## config.mk

```make
export PLATFORM = sky130hd
export DESIGN_NAME = pll_supervisor
export DESIGN_NICKNAME = d
export VERILOG_FILES = /design/src/rtl/pll_supervisor.sv
export SDC_FILE = /design/constraint.sdc
export NUM_CORES = 1
export LEC_CHECK = 0
export BUFFER_PORTS_ARGS = -buffer_cell sky130_fd_sc_hd__buf_2
export CORE_MARGIN = 3
export CORE_UTILIZATION = 49
export CTS_BUF_LIST = sky130_fd_sc_hd__clkbuf_4 sky130_fd_sc_hd__clkbuf_8 sky130_fd_sc_hd__clkbuf_16
export CTS_CLUSTER_DIAMETER = 30
export DETAILED_ROUTE_END_ITERATION = 12
export PLACE_DENSITY_LB_ADDON = 0.12
export RECOVER_POWER = 25
export SYNTH_ARGS = -nofsm -noshare
export SYNTH_HDL_FRONTEND = slang
export SYNTH_SLANG_ARGS = --single-unit
```

## constraint.sdc

```tcl
create_clock -name clock_in -period 2.66 [get_ports clock_in]
set_input_delay 0.399 -clock clock_in [delete_from_list [all_inputs] [get_ports clock_in]]
set_output_delay 0.399 -clock clock_in [all_outputs]
set_load 0.01 [all_outputs]
```

## src/rtl/pll_supervisor.sv

```systemverilog
// PLL supervisor: sequences PLL reset, waits for a stable lock and
// gates the system reset, with retry, fault and loss-of-lock tracking.
module pll_supervisor #(
    parameter int RESET_PULSE_CYCLES  = 4,
    parameter int LOCK_TIMEOUT_CYCLES = 4096,
    parameter int LOCK_STABLE_CYCLES  = 1024,
    parameter int MAX_RETRIES         = 3,
    parameter int CNT_W               = 16
) (
    input  logic       clock_in,
    input  logic       reset_n,
    input  logic       locked,
    input  logic       clear_flags,
    output logic       pll_resetb,
    output logic       rst_out_n,
    output logic       ready,
    output logic       lock_lost,
    output logic       fault,
    output logic [1:0] retry_count,
    output logic [7:0] loss_count
);

    typedef enum logic [2:0] {
        PLL_RST,
        WAIT_LOCK,
        STABLE,
        RUN,
        FAULT
    } state_t;

    localparam logic [CNT_W-1:0] RST_LAST = CNT_W'(RESET_PULSE_CYCLES - 1);
    localparam logic [CNT_W-1:0] TMO_LAST = CNT_W'(LOCK_TIMEOUT_CYCLES - 1);
    localparam logic [CNT_W-1:0] STB_LAST = CNT_W'(LOCK_STABLE_CYCLES - 1);

    state_t           state_q, state_d;
    logic [CNT_W-1:0] cnt_q, cnt_d;
    logic             sync1_q, sync2_q;
    logic             lock_s;
    logic [1:0]       retry_q, retry_d, retry_inc;
    logic [7:0]       loss_q, loss_d;
    logic             lost_q, lost_d, lost_set;
    logic             pll_resetb_q, pll_resetb_d;
    logic             run_q, run_d;
    logic             fault_q, fault_d;

    assign lock_s    = sync2_q;
    assign retry_inc = (retry_q == 2'd3) ? 2'd3 : retry_q + 2'd1;

    always_comb begin
        state_d  = state_q;
        cnt_d    = cnt_q + 1'b1;
        retry_d  = retry_q;
        loss_d   = loss_q;
        lost_set = 1'b0;
        unique case (state_q)
            PLL_RST: begin
                if (cnt_q == RST_LAST) state_d = WAIT_LOCK;
            end
            WAIT_LOCK: begin
                if (lock_s) begin
                    state_d = STABLE;
                end else if (cnt_q == TMO_LAST) begin
                    retry_d = retry_inc;
                    state_d = (int'(retry_inc) == MAX_RETRIES) ? FAULT : PLL_RST;
                end
            end
            STABLE: begin
                if (!lock_s) begin
                    state_d = WAIT_LOCK;
                end else if (cnt_q == STB_LAST) begin
                    state_d = RUN;
                    retry_d = 2'd0;
                end
            end
            RUN: begin
                if (!lock_s) begin
                    state_d  = PLL_RST;
                    lost_set = 1'b1;
                    if (loss_q != 8'hFF) loss_d = loss_q + 8'd1;
                end
            end
            FAULT: begin
                state_d = FAULT;
            end
            default: state_d = PLL_RST;
        endcase
        if (state_d != state_q) cnt_d = '0;
    end

    // Outputs are decoded from the next state so the registers track state_q.
    always_comb begin
        pll_resetb_d = !((state_d == PLL_RST) || (state_d == FAULT));
        run_d        = (state_d == RUN);
        fault_d      = (state_d == FAULT);
        if (lost_set) lost_d = 1'b1;
        else if (clear_flags) lost_d = 1'b0;
        else lost_d = lost_q;
    end

    always_ff @(posedge clock_in or negedge reset_n) begin
        if (!reset_n) begin
            state_q      <= PLL_RST;
            cnt_q        <= '0;
            sync1_q      <= 1'b0;
            sync2_q      <= 1'b0;
            retry_q      <= 2'd0;
            loss_q       <= 8'd0;
            lost_q       <= 1'b0;
            pll_resetb_q <= 1'b0;
            run_q        <= 1'b0;
            fault_q      <= 1'b0;
        end else begin
            state_q      <= state_d;
            cnt_q        <= cnt_d;
            sync1_q      <= locked;
            sync2_q      <= sync1_q;
            retry_q      <= retry_d;
            loss_q       <= loss_d;
            lost_q       <= lost_d;
            pll_resetb_q <= pll_resetb_d;
            run_q        <= run_d;
            fault_q      <= fault_d;
        end
    end

    assign pll_resetb  = pll_resetb_q;
    assign rst_out_n   = run_q;
    assign ready       = run_q;
    assign lock_lost   = lost_q;
    assign fault       = fault_q;
    assign retry_count = retry_q;
    assign loss_count  = loss_q;

endmodule

```

==> summary.txt <==
GRT
  – Vias in the first global route: ~1,400
  – Initial antenna violation count: 0
  – GRT Total Usage: 0.190
  – First-pass GRT wire length: approximately 6.4 mm
  – Largest net degree at the start of global routing: 36
  – Grt ovf: 0

Yosys
  – Post-synth ARST share: 1.00
  – Mapped Cells: 178
  – Yosys warns: 0
  – Post-synth cell types: 43
  – Syn Nets: 184
  – EDFF count, synth: 0
  – Synth area leader: dfrtp_1
  – Post-synth design cell area: roughly 0.0018 mm²
  – Syn Area/Cell: 10.3 µm²
  – Largest cells by area after synthesis: dfrtp_1, xor2_1, nand2_1, xnor2_1, nand3_1
  – Top FF cell, synth: dfrtp_1
  – Seq cells post-synth: 35
  – Sequential share of the synthesized area: 0.477
  – Synth top area share: 0.477

Floorplanning
  – Die width: roughly 67 µm
  – Num ports: 19
  – Die Ht: roughly 67 µm
  – Rows: 21
  – CORE AREA: about 0.0035 mm²
  – Starting density of the core: 0.529
  – Die ar.: between 0.004 and 0.005 mm²

Clock network
  – Htree depth: 2
  – CTS tree: done
  – Root Driver: clkbuf_8
  – Post-CTS setup buffer count: 0
  – TritonCTS buffer count: 5
  – Clk buf depth: 2
  – CTS resizes: 0
  – Worst skew pair latency: 0.29 ns
  – Clock Pin Slew Worst Setup and Hold Paths: approximately 0.080 ns
  – Hold-fix buffers at CTS: 0
  – CTS sink cnt: 35

Cells and area
  – Filler Cell Count: roughly 300
  – Most common cell after layout, fill and taps aside: dfrtp_1
  – Commonest cells after routing, fill and taps aside: dfrtp_1, nand2_1, buf_2, xor2_1, nand3_1
  – Layout cells sized above 1: 0.189
  – Fin nets: 206
  – Syn-to-layout area delta: 12.8%
  – N_diodes: 0

Placement
  – Worst slack at placement: ~0.36 ns
  – Post-DP HPWL: between 2 and 2.5 mm
  – Routability cong.: 0.855
  – I/O Buffers: 18

Setup path
  – WP data arrival: 2.49 ns
  – Crit Path Category: register to register
  – Worst Path Required: between 2 and 3 ns
  – Startpoint types: register
  – CP Max Fanout: 10
  – Worst Setup End Kind: register

Timing
  – Fin crit share: 0.870
  – PnR worst setup slack: between 0.3 and 0.4 ns
  – Max frequency: between 400 and 500 MHz
  – Hold Vio Cnt, Final: 0
  – Final Skew: approximately 0.0092 ns
  – Min Tclk post-route: around 2.3 ns
  – Final TNS setup: 0 ns
  – Endpoints failing setup: 0
  – Measured slew at the worst slew-check pin: 1.80 ns
  – Slew headroom: -0.202
  – RSZ-0062 raised after global routing: no
  – Fin. max-slew vios: 36

Detailed routing
  – Wire per inst: ~14 µm
  – # DRC: 0
  – Total routed wirelength: about 3.5 mm
  – DR vias: 1,394
  – Initial DRC count: 74
  – Avg Vias per Cell: about 5.6
  – Antenna Nets Post-Route: 0
  – DRT Pass-1 Iters: 4

Power
  – VDD IR max: between 300 and 400 µV
  – PD cells: between 700 and 800 mW/mm²
  – Leakage Power: roughly 1.0 nW

Run
  – # Max-Cap Violations: 1

Worst hold path
  – Worst hold path class: primary input to register

Status
  – Status: finished, violations left
  – Failing checks: max-capacitance violations, max-slew violations
==> registers in the layout (all words and copies together) (netlist names) <==
name,count
cnt_q,16
fault,1
lock_lost,1
lock_s,1
loss_count,8
pll_resetb,1
ready,1
retry_count,2
state_q,3
sync1_q,1
==> logic make-up (layout without fill, tap and decap cells) <==
family,count (synthesis),in the layout,share of synthesized area
AO/OA/AOI/OAI,22,22,0.0873
XOR/XNOR,22,22,0.105
adder cells (fa/ha/maj),2,2,0.0136
buffers and inverters,11,34,0.0341
flip-flops,35,35,0.477
multiplexers,5,5,0.0280
AND/OR/NAND/NOR,81,81,0.254
==> synth_stat cells (all sizes together) (5+ instances only) <==
| cell type | count |
|---|---|
| dfrtp | 35 |
| nand2 | 20 |
| xor2 | 14 |
| nand3 | 12 |
| nor2 | 11 |
| nand4 | 8 |
| xnor2 | 8 |
| inv | 6 |
| a31o | 5 |
| o21ai | 5 |
==> critical path, cell delays in order, from the launching register on <==
cell	delay, ns
dfrtp_1	0.42
or4_4	0.58
nor4_4	0.46
a31oi_2	0.31
and2_1	0.22
a31o_2	0.21
==> power breakdown <==
group | leakage, nW | internal [mW] | switching, mW
Clock | 0.0581 | 0.279 | 0.194
Sequential | 0.475 | 0.596 | 0.0868
Combinational | 0.492 | 0.160 | 0.222
Total | 1.02 | 1.04 | 0.503
==> worst paths after layout <==
check,start,endpoint,slack [ns],cells past startpoint
max,cnt_q[13],cnt_q[2],0.35,5
min,locked,sync1_q,0.21,1
max reg2reg,cnt_q[13],cnt_q[2],0.35,5
min reg2reg,sync1_q,lock_s,0.37,0
max in group asynchronous,reset_n,cnt_q[7],1.03,1
min in group asynchronous,reset_n,pll_resetb,0.58,1
==> through the flow <==
stage / area, µm² / utilization / power (mW) / hold slack [ns] / instances
detailed placement: 1960 / 0.564 / 1.08 / 0.350 / 239
global placement: 1960 / 0.564 / 1.07 / 0.341 / 239
floorplan: 1830 / - / 0.977 / 0.103 / 178
finish: 2070 / 0.596 / 1.54 / 0.215 / 247
CTS: 2070 / 0.597 / 1.55 / 0.191 / 247
global route: 2070 / 0.596 / 1.64 / 0.206 / 247
==> per-layer routing <==
metal / vias up / GRT usage / part of all wire
li1: 677 / - / -
met1: 686 / 0.243 / 0.48
met2: 26 / 0.304 / 0.47
met3: 5 / 0.0499 / 0.034
met4: 0 / 0.0785 / 0.017
met5: - / 0 / 0
==> final cells by class <==
type / count / area (µm²) / share of cell area
clock buffer: 5 / 68.8 / 0.0333
timing repair buffer: 20 / 104 / 0.0502
inverter: 6 / 22.5 / 0.0109
tap: 46 / 57.6 / 0.0278
multi-input combinational: 132 / 896 / 0.433
clock inverter: 3 / 43.8 / 0.0212
sequential: 35 / 876 / 0.423
Power figures use the tool's default switching activity.
